**src/rtl/mmio_rr_arbiter_pkg.sv**
```systemverilog
// Shared types and widths for the MMIO round-robin arbiter and its tag FIFO.
// The bus widths match the SoC driver's user port.
package mmio_rr_arbiter_pkg;

  localparam int MMIO_ADDR_WIDTH = 32;
  localparam int MMIO_DATA_WIDTH = 64;

  typedef enum logic {
    ARB_CMD_READ  = 1'b0,
    ARB_CMD_WRITE = 1'b1
  } arb_cmd_e;

  typedef logic [MMIO_ADDR_WIDTH-1:0] mmio_addr_t;
  typedef logic [MMIO_DATA_WIDTH-1:0] mmio_data_t;

  typedef struct packed {
    arb_cmd_e   cmd;
    mmio_addr_t addr;
    mmio_data_t wdata;
  } mmio_cmd_t;

endpackage

```
**src/rtl/mmio_rr_arbiter_if.sv**
```systemverilog
// Requester-side and downstream-side signals of the arbiter in one bundle.
// The slave modport is the arbiter's view; master is the surrounding masters plus driver.
interface mmio_rr_arbiter_if #(
  parameter int NUM_REQ = 4
);
  import mmio_rr_arbiter_pkg::*;

  logic [NUM_REQ-1:0]                 req_val;
  logic [NUM_REQ-1:0]                 req_rdy;
  logic [NUM_REQ-1:0]                 req_cmd;
  logic [NUM_REQ*MMIO_ADDR_WIDTH-1:0] req_addr;
  logic [NUM_REQ*MMIO_DATA_WIDTH-1:0] req_wdata;
  logic [NUM_REQ-1:0]                 rsp_val;
  mmio_data_t                         rsp_data;

  logic       dn_val;
  logic       dn_rdy;
  logic       dn_cmd;
  mmio_addr_t dn_addr;
  mmio_data_t dn_wdata;
  logic       dn_rsp_val;
  mmio_data_t dn_rsp_data;

  modport slave (
    input  req_val, req_cmd, req_addr, req_wdata,
    output req_rdy, rsp_val, rsp_data,
    output dn_val, dn_cmd, dn_addr, dn_wdata,
    input  dn_rdy, dn_rsp_val, dn_rsp_data
  );

  modport master (
    output req_val, req_cmd, req_addr, req_wdata,
    input  req_rdy, rsp_val, rsp_data,
    input  dn_val, dn_cmd, dn_addr, dn_wdata,
    output dn_rdy, dn_rsp_val, dn_rsp_data
  );

endinterface

```
**src/rtl/mmio_rr_arbiter_tag_fifo.sv**
```systemverilog
// Synchronous FIFO with a head-of-queue read port and an occupancy count.
// Holds requester IDs for in-order response routing; usable for any narrow tag stream.
module mmio_rr_arbiter_tag_fifo #(
  parameter  int WIDTH = 2,
  parameter  int DEPTH = 8,
  localparam int PTR_W = $clog2(DEPTH),
  localparam int CNT_W = PTR_W + 1
) (
  input  logic             clk,
  input  logic             rst,
  input  logic             push_i,
  input  logic [WIDTH-1:0] push_data_i,
  input  logic             pop_i,
  output logic [WIDTH-1:0] head_o,
  output logic [CNT_W-1:0] count_o,
  output logic             full_o,
  output logic             empty_o
);

  logic [WIDTH-1:0] mem_q [DEPTH];
  logic [PTR_W-1:0] wr_ptr_q, wr_ptr_d;
  logic [PTR_W-1:0] rd_ptr_q, rd_ptr_d;
  logic [CNT_W-1:0] count_q, count_d;
  logic             do_push, do_pop;

  assign full_o  = (count_q == CNT_W'(DEPTH));
  assign empty_o = (count_q == '0);
  assign do_push = push_i && !full_o;
  assign do_pop  = pop_i && !empty_o;
  assign head_o  = mem_q[rd_ptr_q];
  assign count_o = count_q;

  // NOTE: every _d gets its hold value first, so no branch leaves it unassigned (no latch).
  always_comb begin
    wr_ptr_d = wr_ptr_q;
    rd_ptr_d = rd_ptr_q;
    count_d  = count_q;
    if (do_push) wr_ptr_d = wr_ptr_q + 1'b1;
    if (do_pop)  rd_ptr_d = rd_ptr_q + 1'b1;
    case ({do_push, do_pop})
      2'b10:   count_d = count_q + 1'b1;
      2'b01:   count_d = count_q - 1'b1;
      default: count_d = count_q;
    endcase
  end

  // NOTE: non-blocking assignments make every register sample pre-edge values.
  always_ff @(posedge clk or posedge rst) begin
    if (rst) begin
      wr_ptr_q <= '0;
      rd_ptr_q <= '0;
      count_q  <= '0;
    end else begin
      wr_ptr_q <= wr_ptr_d;
      rd_ptr_q <= rd_ptr_d;
      count_q  <= count_d;
    end
  end

  // NOTE: storage is deliberately not reset; count_q alone decides which entries are live.
  always_ff @(posedge clk) begin
    if (do_push) mem_q[wr_ptr_q] <= push_data_i;
  end

endmodule

```
**src/rtl/mmio_rr_arbiter.sv**
```systemverilog
// Round-robin arbiter sharing one downstream MMIO port among NUM_REQ masters.
// Winner IDs go into an in-order tag FIFO that steers each response back to its issuer.
module mmio_rr_arbiter
  import mmio_rr_arbiter_pkg::*;
#(
  parameter  int NUM_REQ   = 4,
  parameter  int TAG_DEPTH = 8,
  parameter  int TAG_W     = $clog2(NUM_REQ),
  localparam int CNT_W     = $clog2(TAG_DEPTH) + 1
) (
  input  logic               clk,
  input  logic               rst,
  mmio_rr_arbiter_if.slave   bus,
  input  logic               clear_err_i,
  output logic [CNT_W-1:0]   outstanding_o,
  output logic               err_orphan_o,
  output logic               busy_o
);

  localparam logic [0:0] ST_IDLE  = 1'b0;
  localparam logic [0:0] ST_ISSUE = 1'b1;

  logic [0:0]         state_q, state_d;
  logic [TAG_W-1:0]   rr_ptr_q, rr_ptr_d;
  mmio_cmd_t          cmd_q, cmd_d;
  logic [NUM_REQ-1:0] rsp_val_q, rsp_val_d;
  mmio_data_t         rsp_data_q, rsp_data_d;
  logic               err_q, err_d;

  logic [TAG_W:0]     pick;
  logic               win_found;
  logic [TAG_W-1:0]   win_idx;
  logic               grant;
  logic [NUM_REQ-1:0] req_rdy;

  logic [TAG_W-1:0]   fifo_head;
  logic [CNT_W-1:0]   fifo_count;
  logic               fifo_full, fifo_empty;
  logic               rsp_pop, rsp_orphan;

  // Returns {found, index}: first set bit at or above ptr, wrapping modulo NUM_REQ.
  // Scanning downward lets the nearest candidate overwrite farther ones.
  function automatic logic [TAG_W:0] rr_pick(input logic [NUM_REQ-1:0] val,
                                             input logic [TAG_W-1:0]   ptr);
    logic [TAG_W:0]   result;
    logic [TAG_W-1:0] cand;
    result = '0;
    for (int i = NUM_REQ - 1; i >= 0; i--) begin
      cand = TAG_W'((int'(ptr) + i) % NUM_REQ);
      if (val[cand]) result = {1'b1, cand};
    end
    return result;
  endfunction

  assign pick      = rr_pick(bus.req_val, rr_ptr_q);
  assign win_found = pick[TAG_W];
  assign win_idx   = pick[TAG_W-1:0];
  assign grant     = (state_q == ST_IDLE) && win_found && !fifo_full;

  always_comb begin
    req_rdy = '0;
    if (grant) req_rdy[win_idx] = 1'b1;
  end

  always_comb begin
    state_d  = state_q;
    rr_ptr_d = rr_ptr_q;
    cmd_d    = cmd_q;
    case (state_q)
      ST_IDLE: begin
        if (grant) begin
          state_d     = ST_ISSUE;
          cmd_d.cmd   = arb_cmd_e'(bus.req_cmd[win_idx]);
          cmd_d.addr  = bus.req_addr[win_idx*MMIO_ADDR_WIDTH +: MMIO_ADDR_WIDTH];
          cmd_d.wdata = bus.req_wdata[win_idx*MMIO_DATA_WIDTH +: MMIO_DATA_WIDTH];
          rr_ptr_d    = (win_idx == TAG_W'(NUM_REQ - 1)) ? '0 : win_idx + 1'b1;
        end
      end
      ST_ISSUE: begin
        if (bus.dn_rdy) state_d = ST_IDLE;
      end
      default: state_d = ST_IDLE;
    endcase
  end

  // Responses pop the oldest tag; one arriving with nothing outstanding is an orphan.
  assign rsp_pop    = bus.dn_rsp_val && !fifo_empty;
  assign rsp_orphan = bus.dn_rsp_val && fifo_empty;

  always_comb begin
    rsp_val_d  = '0;
    rsp_data_d = rsp_data_q;
    if (rsp_pop) begin
      rsp_val_d[fifo_head] = 1'b1;
      rsp_data_d           = bus.dn_rsp_data;
    end
    if (clear_err_i)     err_d = 1'b0;
    else if (rsp_orphan) err_d = 1'b1;
    else                 err_d = err_q;
  end

  always_ff @(posedge clk or posedge rst) begin
    if (rst) begin
      state_q    <= ST_IDLE;
      rr_ptr_q   <= '0;
      cmd_q      <= '{cmd: ARB_CMD_READ, addr: '0, wdata: '0};
      rsp_val_q  <= '0;
      rsp_data_q <= '0;
      err_q      <= 1'b0;
    end else begin
      state_q    <= state_d;
      rr_ptr_q   <= rr_ptr_d;
      cmd_q      <= cmd_d;
      rsp_val_q  <= rsp_val_d;
      rsp_data_q <= rsp_data_d;
      err_q      <= err_d;
    end
  end

  mmio_rr_arbiter_tag_fifo #(
    .WIDTH (TAG_W),
    .DEPTH (TAG_DEPTH)
  ) u_tag_fifo (
    .clk         (clk),
    .rst         (rst),
    .push_i      (grant),
    .push_data_i (win_idx),
    .pop_i       (rsp_pop),
    .head_o      (fifo_head),
    .count_o     (fifo_count),
    .full_o      (fifo_full),
    .empty_o     (fifo_empty)
  );

  assign bus.req_rdy  = req_rdy;
  assign bus.rsp_val  = rsp_val_q;
  assign bus.rsp_data = rsp_data_q;
  assign bus.dn_val   = (state_q == ST_ISSUE);
  assign bus.dn_cmd   = cmd_q.cmd;
  assign bus.dn_addr  = cmd_q.addr;
  assign bus.dn_wdata = cmd_q.wdata;

  assign outstanding_o = fifo_count;
  assign err_orphan_o  = err_q;
  assign busy_o        = (state_q == ST_ISSUE) || (fifo_count != '0);

endmodule

```
**src/flat_wrapper.sv**
```systemverilog
// flat-port wrapper written by rule: the top's interface ports become plain ports
module mmio_rr_arbiter_flat import mmio_rr_arbiter_pkg::*;
#(
  parameter  int NUM_REQ   = 4,
  parameter  int TAG_DEPTH = 8,
  parameter  int TAG_W     = $clog2(NUM_REQ),
  localparam int CNT_W     = $clog2(TAG_DEPTH) + 1
)
  (clk, rst, clear_err_i, outstanding_o, err_orphan_o, busy_o, bus_req_val, bus_req_cmd, bus_req_addr, bus_req_wdata, bus_req_rdy, bus_rsp_val, bus_rsp_data, bus_dn_val, bus_dn_cmd, bus_dn_addr, bus_dn_wdata, bus_dn_rdy, bus_dn_rsp_val, bus_dn_rsp_data);
  mmio_rr_arbiter_if #(.NUM_REQ(NUM_REQ)) bus_i ();
  input  logic clk;
  input  logic rst;
  input  logic clear_err_i;
  output logic [CNT_W-1:0] outstanding_o;
  output logic err_orphan_o;
  output logic busy_o;
  input wire logic [$bits(bus_i.req_val)-1:0] bus_req_val;
  input wire logic [$bits(bus_i.req_cmd)-1:0] bus_req_cmd;
  input wire logic [$bits(bus_i.req_addr)-1:0] bus_req_addr;
  input wire logic [$bits(bus_i.req_wdata)-1:0] bus_req_wdata;
  output wire logic [$bits(bus_i.req_rdy)-1:0] bus_req_rdy;
  output wire logic [$bits(bus_i.rsp_val)-1:0] bus_rsp_val;
  output wire logic [$bits(bus_i.rsp_data)-1:0] bus_rsp_data;
  output wire logic [$bits(bus_i.dn_val)-1:0] bus_dn_val;
  output wire logic [$bits(bus_i.dn_cmd)-1:0] bus_dn_cmd;
  output wire logic [$bits(bus_i.dn_addr)-1:0] bus_dn_addr;
  output wire logic [$bits(bus_i.dn_wdata)-1:0] bus_dn_wdata;
  input wire logic [$bits(bus_i.dn_rdy)-1:0] bus_dn_rdy;
  input wire logic [$bits(bus_i.dn_rsp_val)-1:0] bus_dn_rsp_val;
  input wire logic [$bits(bus_i.dn_rsp_data)-1:0] bus_dn_rsp_data;
  assign bus_i.req_val = bus_req_val;
  assign bus_i.req_cmd = bus_req_cmd;
  assign bus_i.req_addr = bus_req_addr;
  assign bus_i.req_wdata = bus_req_wdata;
  assign bus_req_rdy = bus_i.req_rdy;
  assign bus_rsp_val = bus_i.rsp_val;
  assign bus_rsp_data = bus_i.rsp_data;
  assign bus_dn_val = bus_i.dn_val;
  assign bus_dn_cmd = bus_i.dn_cmd;
  assign bus_dn_addr = bus_i.dn_addr;
  assign bus_dn_wdata = bus_i.dn_wdata;
  assign bus_i.dn_rdy = bus_dn_rdy;
  assign bus_i.dn_rsp_val = bus_dn_rsp_val;
  assign bus_i.dn_rsp_data = bus_dn_rsp_data;
  mmio_rr_arbiter #(.NUM_REQ(NUM_REQ), .TAG_DEPTH(TAG_DEPTH), .TAG_W(TAG_W)) u_core (.clk(clk), .rst(rst), .bus(bus_i), .clear_err_i(clear_err_i), .outstanding_o(outstanding_o), .err_orphan_o(err_orphan_o), .busy_o(busy_o));
endmodule
```
**config.mk**
```make
export PLATFORM = sky130hd
export DESIGN_NAME = mmio_rr_arbiter_flat
export DESIGN_NICKNAME = d
export VERILOG_FILES = /design/src/rtl/mmio_rr_arbiter_pkg.sv /design/src/rtl/mmio_rr_arbiter_if.sv /design/src/rtl/mmio_rr_arbiter_tag_fifo.sv /design/src/rtl/mmio_rr_arbiter.sv /design/src/flat_wrapper.sv
export SDC_FILE = /design/constraint.sdc
export NUM_CORES = 1
export LEC_CHECK = 0
export BUFFER_PORTS_ARGS = -buffer_cell sky130_fd_sc_hd__buf_2
export CORE_AREA = 5 5 245 247
export CTS_BUF_LIST = sky130_fd_sc_hd__clkbuf_16
export DETAILED_ROUTE_END_ITERATION = 6
export DIE_AREA = 0 0 250 252
export GPL_TIMING_DRIVEN = 0
export PLACE_DENSITY_LB_ADDON = 0.08
export SLEW_MARGIN = 20
export SYNTH_ARGS = -nofsm -noshare
export SYNTH_HDL_FRONTEND = slang
export SYNTH_SLANG_ARGS = --single-unit
export TNS_END_PERCENT = 10
```
**constraint.sdc**
```tcl
create_clock -name clk -period 6.65 [get_ports clk]
set_input_delay 1.33 -clock clk [delete_from_list [all_inputs] [get_ports clk]]
set_output_delay 1.33 -clock clk [all_outputs]
set_load 0.02 [all_outputs]
```
# [Word-level counts from Yosys, hierarchy flattened]
# Memory sizes are Yosys's and may differ from the RTL's.
# Cells that the tools add are included.
[classes] n_addsub=8 magnitude_cmp=8 eq_ne=4 shift=2 mux=29 n_bitwise=1 n_reduce_logical=16
[op_table] cell="$shiftx 256x9->64" count=1
[op_table] cell="$shiftx 128x8->32" count=1
[op_table] cell="$lt 2x3->1 const B" count=6
[op_table] cell="$mux 1" count=13
[op_table] cell="$mux 3" count=4
[op_table] cell="$bmux 1 s2" count=5
[op_table] cell="$logic_and 1x1->1" count=8
[op_table] cell="$mux 4" count=2
[op_table] cell="$pmux 4 s2" count=1
[op_table] cell="$add 3x1->3 const B" count=2
[op_table] cell="$add 2x1->2 const B" count=2
[op_table] cell="$add 2x2->2 const B" count=2
[op_table] cell="$add 4x1->4 const B" count=1
[op_table] cell="$demux 1 s2" count=2
[op_table] cell="$eq 2x2->1 const B" count=2
[op_table] cell="$eq 4x4->1 const B" count=1
[op_table] cell="$ge 2x1->1 const B" count=2
[op_table] cell="$logic_not 4->1" count=1
[op_table] cell="$reduce_bool 2->1" count=2
[op_table] cell="$reduce_bool 4->1" count=1
[op_table] cell="$sub 4x1->4 const B" count=1
[op_table] cell="$eq 2x1->1 const B" count=1
[op_table] cell="$logic_not 1->1" count=2
[op_table] cell="$mux 2" count=1
[op_table] cell="4 further kinds" count=4
[word_totals] ff_bits=179 ram_bits=16 output_inout_bits=176 elab_cells=80 mem_count=1
[mem_list] name="u_core.u_tag_fifo.mem_q" depth=8 width=2 rd=1 rd_ports_with_merged_regs=0 wr=1 line_no="mmio_rr_arbiter_tag_fifo.sv:20" text="logic [WIDTH-1:0] mem_q [DEPTH];"

# [Logic depth before layout (Yosys ltp)]
# Gate-level depths: netlist (run 1).
[depth] word_depth=12 depth_mapped=13 ltp_nobuf=10

# [Cells and area by module]
# From an unflattened synthesis (run 1), not the netlist that was laid out.
[hier_totals] cells_unflattened=933 hier_area_um2=10366.2
[by_module_without_submodules] mod="mmio_rr_arbiter" n_inst=1 cells_per_inst=842 area_each_um2=9102.5 seq_area_each_um2=4229.1
[by_module_without_submodules] mod="mmio_rr_arbiter_tag_fifo" n_inst=1 cells_per_inst=91 area_each_um2=1263.7 seq_area_each_um2=730.7

# [Worst setup path after synthesis (run 1)]
# No wires, ideal clock.
[synth_path] kind="input -> output" from="input bus_req_val[0]" to="output bus_req_rdy[0]" t_arrival_ns=2.640 setup_slack_ns=2.680 cell_stages=9 n_path_buf=3 cell_sequence="a21oi_1 -> o21ai_0 -> o2bb2a_1 -> buf_2 -> buf_6 -> buf_4 -> inv_1 -> ha_1 -> and2_1"
[synth_via] elab_chain_len=11
[synth_lines] element="start: declaration" line_no="flat_wrapper.sv:17" text="input wire logic [$bits(bus_i.req_val)-1:0] bus_req_val;"
[synth_lines] element="$bmux 1 s2" line_no="mmio_rr_arbiter.sv:50" text="if (val[cand]) result = {1'b1, cand};"
[synth_lines] element="$mux 1 (implied by the code)" line_no="mmio_rr_arbiter.sv:50"
[synth_lines] element="$mux 3 (3 in series)" line_no="mmio_rr_arbiter.sv:50"
[synth_lines] element="$mux 3 *" line_no="mmio_rr_arbiter.sv:50"
[synth_lines] element="net u_core.pick[1]" line_no="mmio_rr_arbiter.sv:30" text="logic [TAG_W:0] pick;"
[synth_lines] element="$lt 2x3->1 (implied by the code) or $ge 2x1->1 (tied branches)" line_no="mmio_rr_arbiter.sv:62" text="if (grant) req_rdy[win_idx] = 1'b1;"
[synth_lines] element="$logic_and 1x1->1 (implied by the code)" line_no="mmio_rr_arbiter.sv:62"
[synth_lines] element="$mux 1 (implied by the code)" line_no="mmio_rr_arbiter.sv:62"
[synth_lines] element="$demux 1 s2 *"
[synth_lines] element="$mux 4 *" line_no="mmio_rr_arbiter.sv:62"
[synth_lines] element="end: declaration" line_no="flat_wrapper.sv:21" text="output wire logic [$bits(bus_i.req_rdy)-1:0] bus_req_rdy;"
# Mark *: on every way through the listed nets, which the timed path passes. The rest lies on a longest branch. The select of a mux whose other input is x is not followed.

# [Worst setup path in the final report (run 1)]
[layout_path] from="input bus_req_val[0]" to="output bus_req_rdy[1]"
# The elaborated chain is that of the path after synthesis.

==> impl_metrics.csv, run 1 <==
group,metric,value,unit
run_status,status,"finished, final reports clean",
clock_tree,post_cts_buffers,0,
yosys,yosysTopAreaCellShare,0.452,
global_route,grt_max_degree,87,
placement,routabilityCongestion,0.829,
yosys,synth_edf_count,16,
yosys,ys_seq_area_frac,0.500,
pwr,leakage,7.72,nW
floorplan,io_pins,637,
floorplan,chipHeight,252,um
clock_tree,holdBufCountCts,0,
global_route,grt_pass1_vias,10700,
clock_tree,numCtsBuffers,17,
clock_tree,cts_resized,0,
yosys,yosysTopAreaCell,"dfrtp_1",
pwr,p_switching,3.07,mW
global_route,grt_pass1_wl,75.7,mm
floorplan,die_w,250,um
final_layout,layout_commonest_cell,"buf_2",
yosys,ys_top_cells_by_area,"dfrtp_1 (45%), mux2i_1 (20%), nand2_1 (12%)",
timing,finalMaxSlewViolations,0,
global_route,antenna_found_initial,30,
final_layout,final_cell_mix,"buf_2 (658), nand2_1 (306), mux2i_1 (197), dfrtp_1 (179), o221ai_1 (97)",
drt,drtIter0Drc,475,
yosys,ys_types,33,
run,cap_viol_max_count,0,
drt,route.detailed.drc,0,
setup_path,critPathKind,"in -> out",
final_layout,drive_gt1_frac,0.450,
clock_tree,insertion_delay,0.49,ns
yosys,synth_area,0.00992,sq mm
drt,routed_wl,53.7,mm
drt,num_vias,9846,
final_layout,fin_util,0.257,
global_route,track_usage,0.164,
placement,portBuffers,636,
floorplan,core,0.0574,sq mm
pwr,power_frac_seq,0.302,
global_route,grt_overflow,0,
timing,setup_viol,0,
pwr,swShare,0.474,
timing,worstMarginPinSlew,0.747,ns
yosys,yosysWarnings,0,
timing,hold_violations,0,
final_layout,fillers,6336,
pwr,p_per_area,439,mW/mm^2
timing,min_period,4.83,ns
floorplan,dieArea,0.0630,sq mm
floorplan,row_count,88,
setup_path,critPathRequiredTime,5.32,ns
floorplan,start_util,0.173,
setup_path,reg2reg_slack,3.52,ns
timing,holdWs,0.472,ns
pwr,power,6.48,mW
final_layout,nNetsFinal,2069,
yosys,syn_inst,942,
timing,fin_skew,0.0140,ns
final_layout,fin_cells,2391,
final_layout,syn_to_final_growth,48.9,%
drt,routed_via_density,4.12,
clock_tree,clockBufferDepth,2,
clock_tree,tritoncts,"yes",
yosys,synth.ff_latch_count,195,
final_layout,multi_input_area,0.00453,sq mm
placement,dp_cells,2345,
worst_hold_path,hp-class,"reg -> reg",
drt,detail_route.wl_per_cell,22.4,um
pwr,peakVddDrop,187,uV
clock_tree,clkTransAtPathRegs,0.08,ns
setup_path,end_kind,"primary output",
yosys,synth-main-ff-cell,"dfrtp_1",
timing,period_share,0.726,
clock_tree,cts_root_buf,"clkbuf_16",
placement,hpwl,43.8,mm
timing,slew_headroom,0.502,
drt,first_pass_iters,5,
yosys,async_reset_ff_frac,0.918,
yosys,syn_nets,1412,
timing,rsz0062_at_grt,"false",
setup_path,crit_fanout,19,
setup_path,startpoint_type,"input port",
pwr,power_frac_comb,0.528,
final_layout,register_area,0.00496,sq mm
clock_tree,cts.sinks,195,
timing,fmax,207,MHz
setup_path,cp.arrival,3.50,ns
pwr,p_clk_frac,0.170,
clock_tree,htree_num_levels,4,
yosys,synth.avg_cell_area,10.5,sq um
pwr,p_int,3.41,mW
drt,postRouteAntennaNets,0,
-- cell type report --
type,instances,share of cell area
sequential,195,0.336
multi-input combinational,667,0.307
timing repair buffer,638,0.219
tap,765,0.0648
clock buffer,17,0.0288
buffer,72,0.0268
clock inverter,15,0.0123
inverter,8,0.00254
antenna,14,0.00237
-- worst max-delay path: stages --
cell and delay, ns:
buf_2 0.13, a21oi_1 0.12, o21ai_0 0.08, o2bb2a_1 0.28
buf_2 0.29, buf_6 0.23, buf_4 0.37, inv_1 0.13
ha_1 0.21, and2_1 0.13, buf_2 0.17
-- cell families after synthesis --
logic type / Yosys count / synth area share
AOI/OAI and AO/OA: 110 / 0.0937
muxes: 202 / 0.209
xor gates and xnor gates: 9 / 0.00795
buffers and inverters: 80 / 0.0429
and+or+nand+nor: 337 / 0.135
adders and majority gates: 9 / 0.0114
DFF: 195 / 0.500
-- layer usage --
metal | vias to the layer above | GRT usage | routed length, um
met5 | - | 0 | 91
met4 | 16 | 0.0532 | 1360
met3 | 78 | 0.0615 | 4310
met2 | 409 | 0.288 | 27300
met1 | 4660 | 0.186 | 20600
li1 | 4683 | - | -
-- power by group through the flow --
stage	Clock (mW)	Combinational [mW]	Sequential (mW)
detailed placement	0	3.52	1.97
finish	1.10	3.42	1.96
CTS	1.16	3.52	1.96
floorplan	0	1.58	2.46
global placement	0	3.52	1.97
global route	1.20	3.72	2.02
-- synthesized netlist by cell type, types with 5 or more instances --
cell	instances
nand2_1	306
mux2i_1	197
dfrtp_1	179
o221ai_1	97
clkbuf_1	28
buf_2	22
buf_4	16
edfxtp_1	16
ha_1	9
a21oi_1	6
nor2_1	6
buf_6	5
inv_1	5
xnor2_1	5
-- flip-flops by register name, indices dropped and copies added (netlist names) --
register / cells
u_core.bus.dn_val: 1
u_core.u_tag_fifo.rd_ptr_q: 3
u_core.bus.rsp_val: 4
u_core.bus.dn_addr: 32
u_core.u_tag_fifo.wr_ptr_q: 3
u_core.bus.dn_cmd: 1
u_core.bus.dn_wdata: 64
u_core.u_tag_fifo.mem_q: 16
u_core.u_tag_fifo.count_o: 4
u_core.rr_ptr_q: 2
u_core.err_orphan_o: 1
u_core.bus.rsp_data: 64
-- worst paths after layout --
path,startpoint,to,cells after the start
worst max-delay path,bus_req_val[0],bus_req_rdy[1],11
worst max register to register,u_core.u_tag_fifo.count_o[1]$_DFFE_PP0P_,u_core.u_tag_fifo.count_o[2]$_DFFE_PP0P_,13
worst min register to register,u_core.bus.rsp_data[15]$_DFFE_PP0P_,u_core.bus.rsp_data[15]$_DFFE_PP0P_,2
min in group asynchronous,rst,u_core.bus.rsp_data[41]$_DFFE_PP0P_,2
max in group asynchronous,rst,u_core.bus.dn_wdata[23]$_DFFE_PP0P_,3
worst min-delay path,u_core.bus.rsp_data[15]$_DFFE_PP0P_,u_core.bus.rsp_data[15]$_DFFE_PP0P_,2
-- stage by stage --
| step | setup WS (ns) | cell area, sq um | TNS (ns) |
|---|---|---|---|
| after CTS | 1.74 | 14700 | 0 |
| after floorplan | 0.461 | 9920 | 0 |
| after global placement | -2.92 | 14100 | -516.48 |
| after global routing | 1.68 | 14700 | 0 |
| final | 1.82 | 14800 | 0 |
| after detailed placement | 1.75 | 14100 | 0 |
Note: power is estimated with default switching activity, not from simulation.
==> run 2: changes to the inputs <==
Settings changed: CORE_AREA 5 5 245 247 to 5 5 248 250, DIE_AREA 0 0 250 252 to 0 0 253 255.
Clock period 6.65 ns to 4.2 ns, I/O delays scaled along.
==> run 2 against run 1 <==
  * Sequential share of layout area shrank 0.25 points
  * First-iteration DRC count is 4.0% lower
  * Sequential power grew 58%
==> impl_metrics.csv, run 2 (synthesis gave the netlist of run 1 again) <==
group,metric,value,unit
run_status,status,"finished, final reports clean",
drt,postRouteAntennaNets,0,
placement,routabilityCongestion,0.805,
clock_tree,clockBufferDepth,2,
setup_path,end_kind,"primary output",
timing,holdWs,0.405,ns
final_layout,layout_commonest_cell,"buf_2",
setup_path,crit_top_cell,"buf_2",
timing,min_period,3.77,ns
setup_path,cp.arrival,2.93,ns
placement,hpwl,45.3,mm
setup_path,critPathRequiredTime,3.36,ns
drt,detail_route.wl_per_cell,22.8,um
timing,slew_headroom,0.484,
floorplan,start_util,0.169,
pwr,peakVddDrop,310,uV
drt,routed_via_density,4.12,
pwr,p_per_area,696,mW/mm^2
setup_path,slowest_stage,"dfrtp_1",
floorplan,dieArea,0.0645,sq mm
global_route,antenna_found_initial,27,
global_route,grt_max_degree,29,
timing,worstMarginPinSlew,0.774,ns
timing,fmax,265,MHz
final_layout,fillers,6486,
global_route,grt_pass1_vias,10700,
timing,rsz0062_at_grt,"false",
drt,route.detailed.drc,0,
setup_path,startpoint_type,"flop",
clock_tree,clkTransAtPathRegs,0.08,ns
setup_path,reg2reg_slack,1.05,ns
final_layout,drive_gt1_frac,0.452,
timing,fin_tns_setup,0,ns
clock_tree,insertion_delay,0.50,ns
worst_hold_path,hp-class,"in -> async",
drt,num_vias,9897,
setup_path,crit_fanout,19,
floorplan,core,0.0588,sq mm
global_route,grt_overflow,0,
drt,drtIter0Drc,456,
timing,finalMaxSlewViolations,0,
clock_tree,numCtsBuffers,17,
clock_tree,cts_resized,0,
floorplan,die_w,253,um
clock_tree,cts.sinks,195,
clock_tree,cts_root_buf,"clkbuf_16",
setup_path,crit_chain,"a21oi_1 -> o21ai_0 -> o2bb2a_1 -> buf_2 -> buf_6 -> buf_4 -> inv_1 -> ha_1 -> and2_1 -> buf_2",
setup_path,critPathKind,"reg -> out",
floorplan,row_count,89,
floorplan,chipHeight,255,um
timing,hold_violations,0,
timing,fin_skew,0.0163,ns
clock_tree,post_cts_buffers,0,
clock_tree,tritoncts,"yes",
timing,setup_ws,0.430,ns
timing,period_share,0.898,
drt,routed_wl,54.6,mm
global_route,track_usage,0.162,
final_layout,syn_to_final_growth,50.0,%
timing,setup_viol,0,
placement,portBuffers,636,
floorplan,io_pins,637,
clock_tree,holdBufCountCts,0,
setup_path,slowest_delay,0.45,ns
final_layout,nNetsFinal,2074,
final_layout,final_cell_mix,"buf_2 (658), nand2_1 (306), mux2i_1 (197), dfrtp_1 (179), o221ai_1 (97)",
run,cap_viol_max_count,0,
drt,first_pass_iters,5,
placement,pre_cts_ws,0.334,ns
clock_tree,htree_num_levels,4,
pwr,leakage,7.77,nW
global_route,grt_pass1_wl,75.4,mm
[run 2: area by class of cell]
class | instances | area, sq um | area share
tap | 773 | 967 | 0.0650
buffer | 72 | 395 | 0.0266
timing repair buffer | 643 | 3330 | 0.224
clock inverter | 15 | 204 | 0.0137
multi-input combinational | 667 | 4530 | 0.305
inverter | 8 | 33.8 | 0.00227
sequential | 195 | 4960 | 0.333
antenna | 10 | 25.0 | 0.00168
clock buffer | 17 | 425 | 0.0286
[run 2: final timing paths]
path / from / to / cells after the start
setup reg to reg: u_core.u_tag_fifo.count_o[1]$_DFFE_PP0P_ / u_core.u_tag_fifo.count_o[2]$_DFFE_PP0P_ / 13
setup / recovery: u_core.rr_ptr_q[1]$_DFFE_PP0P_ / bus_req_rdy[0] / 10
hold reg to reg: u_core.bus.rsp_data[1]$_DFFE_PP0P_ / u_core.bus.rsp_data[1]$_DFFE_PP0P_ / 2
max in group asynchronous: rst / u_core.bus.dn_addr[1]$_DFFE_PP0P_ / 5
hold / removal: rst / u_core.bus.dn_wdata[46]$_DFFE_PP0P_ / 2
min in group clk: u_core.bus.rsp_data[1]$_DFFE_PP0P_ / u_core.bus.rsp_data[1]$_DFFE_PP0P_ / 2
[run 2: layer usage]
metal / track usage / vias to the layer above / share of wire
li1: - / 4695 / -
met1: 0.183 / 4701 / 0.38
met2: 0.289 / 412 / 0.51
met3: 0.0589 / 71 / 0.081
met4: 0.0470 / 18 / 0.024
met5: 0 / - / 0.0022
[run 2: per-stage QoR]
step | utilization | total power, mW | std cells | area [sq um]
floorplan | - | 6.40 | 942 | 9920
global placement | 0.239 | 8.75 | 2351 | 14100
detailed placement | 0.242 | 8.75 | 2358 | 14200
CTS | 0.253 | 10.6 | 2390 | 14800
global route | 0.253 | 11.1 | 2393 | 14900
finish | 0.253 | 10.3 | 2400 | 14900
[run 2: critical path: cells and delay by family, from the launching register on]
kind	cells	cell delay, ns
buffers and inverters	5	1.13
AND/OR/NAND/NOR	1	0.13
AO/OA/AOI/OAI	3	0.51
flip-flops	1	0.45
adder cells (fa/ha/maj)	1	0.19
[run 2: where the power goes]
part	leakage (nW)	switching [mW]	internal [mW]	total (mW)
Clock	0.304	0.962	0.822	1.78
Sequential	2.34	0.428	2.67	3.10
Combinational	5.12	3.54	1.93	5.47
Total	7.77	4.93	5.42	10.3
==> run 3: changes to the inputs <==
Settings changed: CELL_PAD_IN_SITES_DETAIL_PLACEMENT from default to 0, CELL_PAD_IN_SITES_GLOBAL_PLACEMENT from default to 1, CORE_AREA 5 5 248 250 to 5 5 245 247, DIE_AREA 0 0 253 255 to 0 0 250 252.
==> run 3 against run 2 <==
  * Hold slack worse by 0.091 ns
  * Power down 1.3%
  * Sequential share of layout area rose by 0.21 points
  * Non-clock buffer count did not move
  * Clock-buffer cell count stayed put
  * Final area down 0.62%
  * Register-to-register slack lost 0.08 ns
==> impl_metrics.csv, run 3 (synthesis gave the netlist of run 1 again) <==
group,metric,value,unit
final_layout,fillers,6318,
pwr,power,10.2,mW
clock_tree,cts_root_buf,"clkbuf_16",
clock_tree,clkTransAtPathRegs,0.08,ns
clock_tree,post_cts_buffers,0,
setup_path,ff2ff_path_depth,13,
clock_tree,cts.sinks,195,
setup_path,cp.arrival,2.89,ns
worst_hold_path,hp-class,"in -> async",
placement,dp_cells,2350,
floorplan,io_pins,637,
pwr,peakVddDrop,350,uV
timing,rsz0062_at_grt,"false",
run_status,status,"finished, final reports clean",
floorplan,chipHeight,252,um
final_layout,layout_commonest_cell,"buf_2",
setup_path,critPathKind,"reg -> out",
clock_tree,htree_num_levels,4,
global_route,grt_overflow,0,
timing,finalMaxSlewViolations,0,
clock_tree,numCtsBuffers,17,
placement,hpwl,45.4,mm
timing,hold_violations,0,
final_layout,nNetsFinal,2074,
drt,first_pass_iters,5,
floorplan,core,0.0574,sq mm
timing,min_period,3.73,ns
setup_path,r2r_end,"u_core.u_tag_fifo.count_o[2]$_DFFE_PP0P_",
setup_path,critPathRequiredTime,3.36,ns
floorplan,row_count,88,
drt,routed_wl,55.2,mm
final_layout,fin_cells,2394,
timing,holdWs,0.313,ns
timing,fmax,268,MHz
drt,num_vias,9893,
timing,setup_viol,0,
setup_path,endpoint,"bus_req_rdy[1]",
final_layout,fin_util,0.258,
clock_tree,holdBufCountCts,0,
timing,period_share,0.887,
clock_tree,cts_resized,0,
pwr,leakage,7.74,nW
global_route,track_usage,0.169,
global_route,grt_max_degree,30,
setup_path,startpoint,"u_core.rr_ptr_q[1]$_DFFE_PP0P_",
final_layout,multi_input_area,0.00453,sq mm
final_layout,final_cell_mix,"buf_2 (658), nand2_1 (306), mux2i_1 (197), dfrtp_1 (179), o221ai_1 (97)",
timing,fin_skew,0.0126,ns
setup_path,crit_fanout,19,
floorplan,dieArea,0.0630,sq mm
setup_path,reg2reg_slack,0.97,ns
final_layout,drive_gt1_frac,0.450,
drt,detail_route.wl_per_cell,23.1,um
drt,drtIter0Drc,391,
setup_path,startpoint_type,"flop",
setup_path,r2r-start,"u_core.u_tag_fifo.count_o[1]$_DFFE_PP0P_",
final_layout,syn_to_final_growth,49.0,%
timing,fin_tns_setup,0,ns
run,cap_viol_max_count,0,
timing,worstMarginPinSlew,0.719,ns
placement,portBuffers,636,
drt,postRouteAntennaNets,0,
global_route,antenna_found_initial,28,
clock_tree,clockBufferDepth,2,
clock_tree,insertion_delay,0.49,ns
drt,routed_via_density,4.13,
global_route,grt_pass1_wl,77.4,mm
floorplan,die_w,250,um
floorplan,start_util,0.173,
final_layout,register_area,0.00496,sq mm
clock_tree,tritoncts,"yes",
timing,slew_headroom,0.516,
pwr,p_per_area,691,mW/mm^2
placement,routabilityCongestion,0.825,
global_route,grt_pass1_vias,11000,
drt,route.detailed.drc,0,
setup_path,end_kind,"primary output",
[run 3: layout make-up]
type                            count  share of cell area
Buffer                             72              0.0268
Antenna cell                       12             0.00203
Clock buffer                       17              0.0288
Clock inverter                     15             0.00838
Tap cell                          765              0.0648
Timing Repair Buffer              643               0.225
Inverter                            8             0.00229
Sequential cell                   195               0.336
Multi-Input combinational cell    667               0.307
[run 3: power by group]
| part | internal (mW) | total [mW] | switching, mW |
|---|---|---|---|
| Clock | 0.777 | 1.67 | 0.889 |
| Sequential | 2.67 | 3.09 | 0.420 |
| Combinational | 1.93 | 5.46 | 3.53 |
[run 3: routing by layer]
metal	wire length, um	global-route usage	up-vias
met3	4700	0.0717	87
li1	-	-	4703
met1	21100	0.188	4699
met2	27800	0.292	386
met4	1530	0.0597	18
met5	130	0	-
[run 3: how the worst min path moves through the flow]
stage / endpoint / start / cells past startpoint
3_3_place_gp: u_core.bus.rsp_data[53]$_DFFE_PP0P_ / u_core.bus.rsp_data[53]$_DFFE_PP0P_ / 2
4_1_cts: u_core.bus.rsp_data[24]$_DFFE_PP0P_ / rst / 2
2_1_floorplan: u_core.u_tag_fifo.rd_ptr_q[2]$_DFFE_PP0P_ / u_core.u_tag_fifo.rd_ptr_q[2]$_DFFE_PP0P_ / 1
6_report: u_core.bus.rsp_data[24]$_DFFE_PP0P_ / rst / 2
3_5_place_dp: u_core.bus.rsp_data[4]$_DFFE_PP0P_ / u_core.bus.rsp_data[4]$_DFFE_PP0P_ / 2
5_1_grt: u_core.bus.rsp_data[21]$_DFFE_PP0P_ / rst / 2
[run 3: worst max-delay path, stage by stage, from the launching register on]
cell,delay (ns)
dfrtp_1,0.44
a21oi_1,0.15
o21ai_0,0.08
o2bb2a_1,0.23
buf_2,0.25
buf_6,0.23
buf_4,0.36
inv_1,0.12
ha_1,0.19
and2_1,0.13
buf_2,0.17
[run 3: through the flow]
| stage | area (sq um) | worst slack, ns |
|---|---|---|
| 2_1_floorplan | 9920 | 1.07 |
| 5_1_grt | 14800 | 0.177 |
| 4_1_cts | 14800 | 0.324 |
| 3_3_place_gp | 14100 | -0.814 |
| 6_report | 14800 | 0.474 |
| 3_5_place_dp | 14200 | 0.410 |
